### src/rtl/change_dispenser_if.sv
// Signal bundle between the vending FSM, the change dispenser and the coin-hopper drivers.
// The master side issues refund requests and reports hopper status; the slave side is the dispenser.
interface change_dispenser_if #(
    parameter int AMOUNT_WIDTH = 6,
    parameter int COUNT_WIDTH  = 4
);
    logic                    start;
    logic [AMOUNT_WIDTH-1:0] refundAmount;
    logic                    hopperReady;
    logic                    emptyFive;
    logic                    emptyTen;
    logic                    emptyTwenty;
    logic                    ejectFive;
    logic                    ejectTen;
    logic                    ejectTwenty;
    logic                    busy;
    logic                    done;
    logic                    error;
    logic [AMOUNT_WIDTH-1:0] shortfall;
    logic [COUNT_WIDTH-1:0]  coinCount;

    modport master (
        output start, refundAmount, hopperReady, emptyFive, emptyTen, emptyTwenty,
        input  ejectFive, ejectTen, ejectTwenty, busy, done, error, shortfall, coinCount
    );

    modport slave (
        input  start, refundAmount, hopperReady, emptyFive, emptyTen, emptyTwenty,
        output ejectFive, ejectTen, ejectTwenty, busy, done, error, shortfall, coinCount
    );
endinterface

### src/rtl/change_dispenser.sv
// Greedy coin-change transmitter: pays a refund in 20/10/5 rupee coins, largest available first,
// pacing eject pulses on the hopper ready line and reporting coins issued and any undelivered amount.
module change_dispenser #(
    parameter int AMOUNT_WIDTH = 6,
    parameter int COUNT_WIDTH  = 4,
    parameter int GAP_CYCLES   = 2
) (
    input  logic              clock,
    input  logic              reset,
    change_dispenser_if.slave bus
);
    localparam int GAP_W = (GAP_CYCLES > 1) ? $clog2(GAP_CYCLES) : 1;

    typedef enum logic [2:0] {IDLE, SELECT, EJECT, GAP, DONE} state_t;
    typedef enum logic [1:0] {COIN_NONE, COIN_5, COIN_10, COIN_20} coin_t;

    state_t                  state, state_next;
    coin_t                   coin, pick;
    logic [AMOUNT_WIDTH-1:0] remaining;
    logic [AMOUNT_WIDTH-1:0] amount_mod;
    logic [AMOUNT_WIDTH-1:0] coin_value;
    logic [2:0]              odd_part;
    logic [GAP_W-1:0]        gap_cnt;
    logic [COUNT_WIDTH-1:0]  coin_count;
    logic [AMOUNT_WIDTH-1:0] shortfall_q;
    logic                    error_q;

    assign amount_mod = bus.refundAmount % AMOUNT_WIDTH'(5);

    // Largest coin that both fits the remaining amount and has stock; re-evaluated every cycle.
    always_comb begin
        // NOTE: every always_comb output gets a default first so no latch is inferred.
        pick = COIN_NONE;
        if (!bus.emptyTwenty && remaining >= AMOUNT_WIDTH'(20))
            pick = COIN_20;
        else if (!bus.emptyTen && remaining >= AMOUNT_WIDTH'(10))
            pick = COIN_10;
        else if (!bus.emptyFive && remaining >= AMOUNT_WIDTH'(5))
            pick = COIN_5;
    end

    always_comb begin
        coin_value = '0;
        case (coin)
            COIN_20: coin_value = AMOUNT_WIDTH'(20);
            COIN_10: coin_value = AMOUNT_WIDTH'(10);
            COIN_5:  coin_value = AMOUNT_WIDTH'(5);
            default: coin_value = '0;
        endcase
    end

    always_ff @(posedge clock or negedge reset) begin
        // NOTE: sequential state is updated with non-blocking assignments only.
        if (!reset) state <= IDLE;
        else        state <= state_next;
    end

    always_comb begin
        state_next = state;
        case (state)
            IDLE:   if (bus.start) state_next = SELECT;
            SELECT: begin
                if (remaining == '0 || pick == COIN_NONE) state_next = DONE;
                else if (bus.hopperReady)                 state_next = EJECT;
            end
            EJECT:  state_next = GAP;
            GAP:    if (gap_cnt == '0) state_next = SELECT;
            DONE:   state_next = IDLE;
            default: state_next = IDLE;
        endcase
    end

    always_ff @(posedge clock or negedge reset) begin
        if (!reset) begin
            coin        <= COIN_NONE;
            remaining   <= '0;
            odd_part    <= '0;
            gap_cnt     <= '0;
            coin_count  <= '0;
            shortfall_q <= '0;
            error_q     <= 1'b0;
        end else begin
            case (state)
                IDLE: if (bus.start) begin
                    remaining   <= bus.refundAmount - amount_mod;
                    odd_part    <= 3'(amount_mod);
                    coin_count  <= '0;
                    shortfall_q <= '0;
                    error_q     <= 1'b0;
                end
                SELECT: begin
                    if (state_next == EJECT) coin <= pick;
                    if (state_next == DONE) begin
                        shortfall_q <= remaining + AMOUNT_WIDTH'(odd_part);
                        error_q     <= (remaining + AMOUNT_WIDTH'(odd_part)) != '0;
                    end
                end
                EJECT: begin
                    remaining <= remaining - coin_value;
                    if (coin_count != '1) coin_count <= coin_count + 1'b1;
                    gap_cnt   <= GAP_W'(GAP_CYCLES - 1);
                end
                GAP: if (gap_cnt != '0) gap_cnt <= gap_cnt - 1'b1;
                default: ;
            endcase
        end
    end

    // All outputs decode registered state, so reset clears them without waiting for a clock.
    assign bus.ejectTwenty = (state == EJECT) && (coin == COIN_20);
    assign bus.ejectTen    = (state == EJECT) && (coin == COIN_10);
    assign bus.ejectFive   = (state == EJECT) && (coin == COIN_5);
    assign bus.busy        = (state != IDLE);
    assign bus.done        = (state == DONE);
    assign bus.error       = error_q;
    assign bus.shortfall   = shortfall_q;
    assign bus.coinCount   = coin_count;
endmodule

### src/flat_wrapper.sv
// flat-port wrapper written by rule: the top's interface ports become plain ports
module change_dispenser_flat 
#(
    parameter int AMOUNT_WIDTH = 6,
    parameter int COUNT_WIDTH  = 4,
    parameter int GAP_CYCLES   = 2
)
  (clock, reset, bus_start, bus_refundAmount, bus_hopperReady, bus_emptyFive, bus_emptyTen, bus_emptyTwenty, bus_ejectFive, bus_ejectTen, bus_ejectTwenty, bus_busy, bus_done, bus_error, bus_shortfall, bus_coinCount);
  change_dispenser_if #(.AMOUNT_WIDTH(AMOUNT_WIDTH), .COUNT_WIDTH(COUNT_WIDTH)) bus_i ();
  input  logic clock;
  input  logic reset;
  input wire logic [$bits(bus_i.start)-1:0] bus_start;
  input wire logic [$bits(bus_i.refundAmount)-1:0] bus_refundAmount;
  input wire logic [$bits(bus_i.hopperReady)-1:0] bus_hopperReady;
  input wire logic [$bits(bus_i.emptyFive)-1:0] bus_emptyFive;
  input wire logic [$bits(bus_i.emptyTen)-1:0] bus_emptyTen;
  input wire logic [$bits(bus_i.emptyTwenty)-1:0] bus_emptyTwenty;
  output wire logic [$bits(bus_i.ejectFive)-1:0] bus_ejectFive;
  output wire logic [$bits(bus_i.ejectTen)-1:0] bus_ejectTen;
  output wire logic [$bits(bus_i.ejectTwenty)-1:0] bus_ejectTwenty;
  output wire logic [$bits(bus_i.busy)-1:0] bus_busy;
  output wire logic [$bits(bus_i.done)-1:0] bus_done;
  output wire logic [$bits(bus_i.error)-1:0] bus_error;
  output wire logic [$bits(bus_i.shortfall)-1:0] bus_shortfall;
  output wire logic [$bits(bus_i.coinCount)-1:0] bus_coinCount;
  assign bus_i.start = bus_start;
  assign bus_i.refundAmount = bus_refundAmount;
  assign bus_i.hopperReady = bus_hopperReady;
  assign bus_i.emptyFive = bus_emptyFive;
  assign bus_i.emptyTen = bus_emptyTen;
  assign bus_i.emptyTwenty = bus_emptyTwenty;
  assign bus_ejectFive = bus_i.ejectFive;
  assign bus_ejectTen = bus_i.ejectTen;
  assign bus_ejectTwenty = bus_i.ejectTwenty;
  assign bus_busy = bus_i.busy;
  assign bus_done = bus_i.done;
  assign bus_error = bus_i.error;
  assign bus_shortfall = bus_i.shortfall;
  assign bus_coinCount = bus_i.coinCount;
  change_dispenser #(.AMOUNT_WIDTH(AMOUNT_WIDTH), .COUNT_WIDTH(COUNT_WIDTH), .GAP_CYCLES(GAP_CYCLES)) u_core (.clock(clock), .reset(reset), .bus(bus_i));
endmodule
### config.mk
export PLATFORM = sky130hd
export DESIGN_NAME = change_dispenser_flat
export DESIGN_NICKNAME = d
export VERILOG_FILES = /design/src/rtl/change_dispenser_if.sv /design/src/rtl/change_dispenser.sv /design/src/flat_wrapper.sv
export SDC_FILE = /design/constraint.sdc
export NUM_CORES = 1
export LEC_CHECK = 0
export ABC_CLOCK_PERIOD_IN_PS = 3400
export CAP_MARGIN = 20
export CELL_PAD_IN_SITES_DETAIL_PLACEMENT = 2
export CELL_PAD_IN_SITES_GLOBAL_PLACEMENT = 2
export CORE_UTILIZATION = 34
export CTS_BUF_LIST = sky130_fd_sc_hd__clkbuf_8
export CTS_CLUSTER_DIAMETER = 40
export CTS_CLUSTER_SIZE = 14
export DETAILED_ROUTE_END_ITERATION = 10
export HOLD_SLACK_MARGIN = 0.03
export PLACE_DENSITY_LB_ADDON = 0.1
export SLEW_MARGIN = 20
export SYNTH_ARGS = -nofsm -noshare
export SYNTH_HDL_FRONTEND = slang
export SYNTH_SLANG_ARGS = --single-unit
### constraint.sdc
create_clock -name clock -period 3.4 [get_ports clock]
set_clock_uncertainty 0.1 [all_clocks]
set_input_delay 0.34 -clock clock [delete_from_list [all_inputs] [get_ports clock]]
set_output_delay 0.34 -clock clock [all_outputs]
set_load 0.01 [all_outputs]
==> summary.txt, run 1 <==
Timing
  – Final setup margin: -0.7669 ns
  – Pins Over Slew Limit: 0
  – Hold_ws: 0.3361 ns
  – RSZ-0062 raised after global routing: yes
  – Hold Violations, Final: 0
  – Crit path time final: 4.167 ns
  – Fmax: 0.2400 GHz
  – Ratio of final minimum period to clock period: 122.6%
  – Number of setup violations in the final report: 6
  – Setup TNS: -2.862 ns
  – Worst rel slew slack: 27.54%
  – Worst-Margin Slew: 1.079 ns

Pwr
  – Pwr Total: 0.002370 W
  – Leak: 1.444 nW
  – Peak supply drop: 0.0001870 V
  – Pwr Density: 734.7 nW/um^2

Clocking
  – Worst skew pair latency: 0.28 ns
  – CTS H-Tree Depth: 1
  – Root Driver: clkbuf_8
  – CTS sink count: 26
  – TritonCTS Buffers: 3
  – CTS tree: built
  – Count of hold-fix buffers inserted at cts: 0
  – Clk buf depth: 2
  – Clk slew on worst S/H paths: 0.11 ns

Drt
  – DRT Pass-1 Iters: 7
  – DRT Wirelength: 8291 um
  – Drt wl/cell: 19.28 um
  – DR vias: 2358
  – Routed Antenna Nets: 0
  – Detailed-route DRC error count: 10
  – 1st-iter DRT viols: 74
  – Via density: 5.484

Worst setup path
  – CP Capture Type: flop
  – Startpoint Class: input pin
  – CP arrival: 4.24 ns
  – Critical path type: in -> reg
  – Worst-path fanout max: 4
  – CP required: 3.47 ns

Floorplan
  – Die H: 83.98 um
  – Core Box Area: 6422 um^2
  – I/O pins: 29
  – Row cnt: 29
  – Die Wd: 83.98 um
  – Initial Util: 35.57%
  – Die footprint: 7052 um^2

Yosys
  – Cells after Synth: 280
  – Leading area contributor after synthesis: dfrtp_1
  – Top FF cell, synth: dfrtp_1
  – Post-Syn Area: 2285 um^2
  – Sequential fraction of the synthesis area: 28.48%
  – Yosys warns: 0
  – Proportion of netlist area held by the largest area contributor: 28.48%
  – Synthesized area per cell: 8.160 um^2
  – Yosys reg bits: 26
  – Asr flop ratio synth: 100.0%
  – Post-synth cell types: 54
  – EDFF count, synth: 0
  – Synth Net Count: 314
  – Largest cells by area after synthesis: dfrtp_1 28%, ha_1 9.9%, nand2_1 5.6%

GRT
  – Initial antenna violation count: 0
  – First-pass GRT wire length: 13630 um
  – Number of global-route vias before repair: 2711
  – Largest net degree at the start of global routing: 27
  – Grt total ovfl: 0
  – GR Util met2: 49.25%
  – Most Crowded Layer GR: met2
  – Met3 GRT Util: 1.879%
  – Total GRT Usage: 24.57%
  – GRT met1 Usage: 26.43%

Final layout
  – Commonest cells after routing, fill and taps aside: 47 x buf_4, 34 x nand2_1, 30 x nor2_1
  – Most common cell after layout, fill and taps aside: buf_4
  – Multi-input logic area: 1668 um^2
  – Area delta synth->final: 41.18%
  – Fraction of layout cells with a size suffix above 1: 26.91%
  – Diodes inserted: 0
  – Final net count: 388
  – Layout fillers: 703
  – Post-route cell area: 3226 um^2
  – Reg area: 650.6 um^2

Status
  – Status: finished with violations
  – Failing checks: design-rule violations, negative setup slack

Place
  – Area post-placement: 2979 um^2
  – Input/output buffers: 28
  – Final HPWL DP: 6239 um
  – Global placement routability congestion: 0.8026

Hold path
  – Hold crit path type: in -> async

Run
  – # Max-Cap Violations: 0
==> cell type report <==
type / count / share of cell area, %
multi-input cells: 226 / 51.71
repair buffers: 80 / 21.37
flip-flops and latches: 26 / 20.17
well taps: 77 / 2.987
inverters: 17 / 2.056
clock buffers: 4 / 1.707
==> power breakdown <==
| group | internal [W] | switching (W) |
|---|---|---|
| registers | 0.000442 | 0.000172 |
| clock network | 0.000104 | 0.000112 |
| logic | 0.000728 | 0.000812 |
| total | 0.00127 | 0.00110 |
==> cell families (layout without fill, tap and decap cells) <==
kind of cell,Yosys count,count (layout),share of synthesized area [%]
multiplexers,8,8,4.053
adder cells (fa/ha/maj),21,21,12.49
AND/OR/NAND/NOR,107,107,21.74
AO/OA/AOI/OAI,75,75,22.67
flip-flops,26,26,28.48
buffers and inverters,28,101,4.819
XOR/XNOR,15,15,5.750
==> worst paths after layout <==
path	start	to	slack (ns)	cells after the start
max in group asynchronous	reset	u_core.remaining[3]	2.60	2
worst max register to register	u_core.coin[0]	u_core.remaining[5]	0.52	11
worst min register to register	u_core.bus.shortfall[4]	u_core.bus.shortfall[4]	0.38	2
worst min-delay path	reset	u_core.coin[0]	0.34	2
min in group clock	u_core.bus.shortfall[4]	u_core.bus.shortfall[4]	0.38	2
worst max-delay path	bus_refundAmount[2]	u_core.remaining[5]	-0.77	20
==> synthesized netlist by cell type (all sizes together) (4+ instances only) <==
cell	instances
xor2	8
mux2i	4
o21ai	22
nor2	32
dfrtp	26
a22oi	4
and2	5
a21oi	16
inv	17
mux2	4
nor3	11
nor2b	9
nand2	34
ha	18
xnor2	7
a31oi	4
clkbuf	8
==> per-stage QoR <==
stage,worst slack (ns),util (%),std cells
final,-0.7669,50.22,430
after detailed placement,-1.456,46.39,418
after CTS,-0.7601,49.72,428
after global routing,-0.9217,50.22,430
after global placement,-1.255,46.39,418
after floorplan,-0.9454,-,280
==> critical path: stages <==
cell and delay, ns:
buf_6 0.10, or2b_1 0.21, o21ai_2 0.08, a222oi_1 0.44
ha_2 0.29, o22ai_4 0.08, a2111oi_4 0.30, buf_4 0.21
mux2_4 0.32, o21ai_4 0.16, mux2_4 0.34, ha_4 0.27
nor2b_4 0.13, o21ai_2 0.06, a21boi_2 0.16, mux2i_1 0.26
and2_4 0.19, and3_1 0.15, a211o_1 0.11, nor2_1 0.04
==> layer usage <==
metal	routed length [um]	vias up
met3	156	17
met5	0	-
met2	4615	50
met4	201	0
met1	3318	1158
li1	-	1133
==> sequential cells by signal, indices dropped and copies added (netlist names) <==
signal / cells
u_core.odd_part: 3
u_core.gap_cnt: 1
u_core.bus.error: 1
u_core.bus.coinCount: 4
u_core.bus.shortfall: 6
u_core.coin: 2
u_core.state: 3
u_core.remaining: 6
==> timing repair <==
item                                    CTS  global route
endpoints found under the setup margin    7             7
setup buffers                             6             2
pin swaps                                18            10
resized for setup                        42             5
Note: power is estimated with default switching activity, not from simulation.
==> run 2: changes to the inputs <==
Settings changed: CORE_UTILIZATION 34 to 30.
==> summary.txt, run 2 (synthesis gave the netlist of run 1 again) <==
Final layout
  – Most common cell after layout, fill and taps aside: buf_4
  – Commonest cells after routing, fill and taps aside: 48 x buf_4, 34 x nand2_1, 31 x nor2_1
  – Diodes inserted: 0
  – Final core occ: 44.29%
  – Area delta synth->final: 41.35%
  – Post-route cell area: 3229 um^2
  – Fraction of layout cells with a size suffix above 1: 26.42%
  – Final net count: 388
  – Layout fillers: 867

Timing
  – Pins Over Slew Limit: 0
  – Worst-Margin Slew: 1.106 ns
  – Final setup margin: -0.6071 ns
  – Hold_ws: 0.3423 ns
  – Number of setup violations in the final report: 5
  – Fmax: 0.2496 GHz
  – RSZ-0062 raised after global routing: yes
  – Worst rel slew slack: 25.68%
  – Hold Violations, Final: 0
  – Crit path time final: 4.007 ns
  – Ratio of final minimum period to clock period: 117.9%

Floorplan
  – Row cnt: 31
  – Die Wd: 89.27 um
  – Initial Util: 31.33%
  – I/O pins: 29
  – Die H: 89.27 um
  – Die footprint: 7968 um^2
  – Core Box Area: 7292 um^2

Worst setup path
  – Worst path slowest cell: mux2_4
  – CP arrival: 4.07 ns
  – R2r endpoint: u_core.remaining[5]
  – Reg2reg start: u_core.coin[0]
  – CP required: 3.46 ns
  – Worst-path fanout max: 5
  – CP Capture Type: flop
  – CP cell instances: buf_8 -> or2b_1 -> o21ai_1 -> a222oi_1 -> buf_4 -> ha_4 -> o22ai_4 -> a2111oi_4 -> buf_4 -> mux2_4 -> o21ai_4 -> mux2_4 -> ha_4 -> nor2b_4 -> o21ai_2 -> a21boi_2 -> mux2i_1 -> and2_4 -> and3_1 -> a211o_1 -> nor2_1
  – CP top delay family: compound AO/OA/AOI/OAI gates
  – FF-to-FF path depth: 11
  – Critical path type: in -> reg
  – WP buf/inv: 3
  – R2R Setup Slk: 0.76 ns
  – Startpoint Class: input pin
  – Crit-path max cell delay: 0.34 ns

Place
  – Area post-placement: 2999 um^2
  – Final HPWL DP: 5890 um
  – Input/output buffers: 28
  – Worst slack, placed: -1.575 ns
  – Global placement routability congestion: 0.8841

GRT
  – Initial antenna violation count: 0
  – Total GRT Usage: 21.43%
  – First-pass GRT wire length: 12870 um
  – Grt total ovfl: 0
  – Largest net degree at the start of global routing: 27
  – Number of global-route vias before repair: 2535

Pwr
  – Comb power frac: 65.1%
  – Clock power share: 8.0%
  – Psw: 0.001042 W
  – Leak: 1.434 nW
  – Peak supply drop: 0.0002040 V
  – Pwr Density: 709.1 nW/um^2
  – Reg power frac: 26.8%
  – Int Pwr: 0.001248 W
  – Switching share of power: 45.50%

Clocking
  – CTS tree: built
  – Root Driver: clkbuf_8
  – CTS sink count: 26
  – TritonCTS Buffers: 3
  – Worst skew pair latency: 0.28 ns
  – Clk slew on worst S/H paths: 0.10 ns
  – Clk buf depth: 2
  – CTS H-Tree Depth: 1

Hold path
  – Hold crit path type: in -> async

Drt
  – Via density: 5.146
  – DRT Pass-1 Iters: 4
  – DRT Wirelength: 7749 um
  – 1st-iter DRT viols: 41
  – Drt wl/cell: 17.18 um
  – Detailed-route DRC error count: 0
  – DR vias: 2321
  – Routed Antenna Nets: 0

Run
  – # Max-Cap Violations: 0

Status
  – Failing checks: negative setup slack
  – Status: finished with violations
-- run 2: final cells by class --
type                       instances  area (um^2)  area share, %
inverter                          17        66.31          2.053
clock buffer                       3        41.29          1.279
multi-input combinational        226         1662          51.45
timing repair buffer              80        685.7          21.23
sequential                        26        650.6          20.15
tap                               99        123.9          3.836
-- run 2: metrics by stage --
step           std cells  TNS [ns]  power, W
2_1_floorplan        280    -3.092  0.001492
3_3_place_gp         439    -5.863  0.001942
3_5_place_dp         439    -8.200  0.002003
4_1_cts              450    -2.526  0.002280
5_1_grt              451    -2.941  0.002523
6_report             451    -2.094  0.002290
-- run 2: power by group through the flow --
stage               sequential, W  combinational (W)  clock, W
floorplan                0.000579           0.000913         0
global placement         0.000614            0.00133         0
detailed placement       0.000622            0.00138         0
CTS                      0.000616            0.00147  0.000193
global route             0.000644            0.00168  0.000203
finish                   0.000614            0.00149  0.000184
-- run 2: layer usage --
layer	vias up	share of wire [%]	GRT usage, %
li1	1131	-	-
met1	1160	41	24.55
met2	24	57	42.89
met3	6	1.6	1.939
met4	0	0.90	4.040
met5	-	0	0
-- run 2: how the worst max path moves through the flow --
| stage | cells past startpoint | end | slack (ns) | from |
|---|---|---|---|---|
| 6_report | 21 | u_core.remaining[5] | -0.61 | bus_refundAmount[2] |
| 5_1_grt | 21 | u_core.remaining[5] | -0.79 | bus_refundAmount[2] |
| 4_1_cts | 21 | u_core.remaining[5] | -0.71 | bus_refundAmount[2] |
| 3_5_place_dp | 20 | u_core.remaining[5] | -1.58 | bus_refundAmount[4] |
| 3_3_place_gp | 19 | u_core.remaining[5] | -1.26 | bus_refundAmount[2] |
| 2_1_floorplan | 20 | u_core.remaining[5] | -0.95 | bus_refundAmount[4] |
-- run 2: worst register-to-register path, delay by kind of cell (launching register included) --
family                     cells  cell delay [ns]
AOI/OAI and AO/OA              4             0.81
and+or+nand+nor                4             0.46
DFF                            1             0.43
muxes                          1             0.36
adders and majority gates      1             0.29
buffers and inverters          1             0.13
-- run 2: repair_timing --
action | 4_1_cts | 5_1_grt
buffers inserted | 8 | 1
endpoints found under the setup margin | 8 | 6
resized for setup | 38 | 8
pin swaps | 15 | 7
hold buffers | 0 | 0
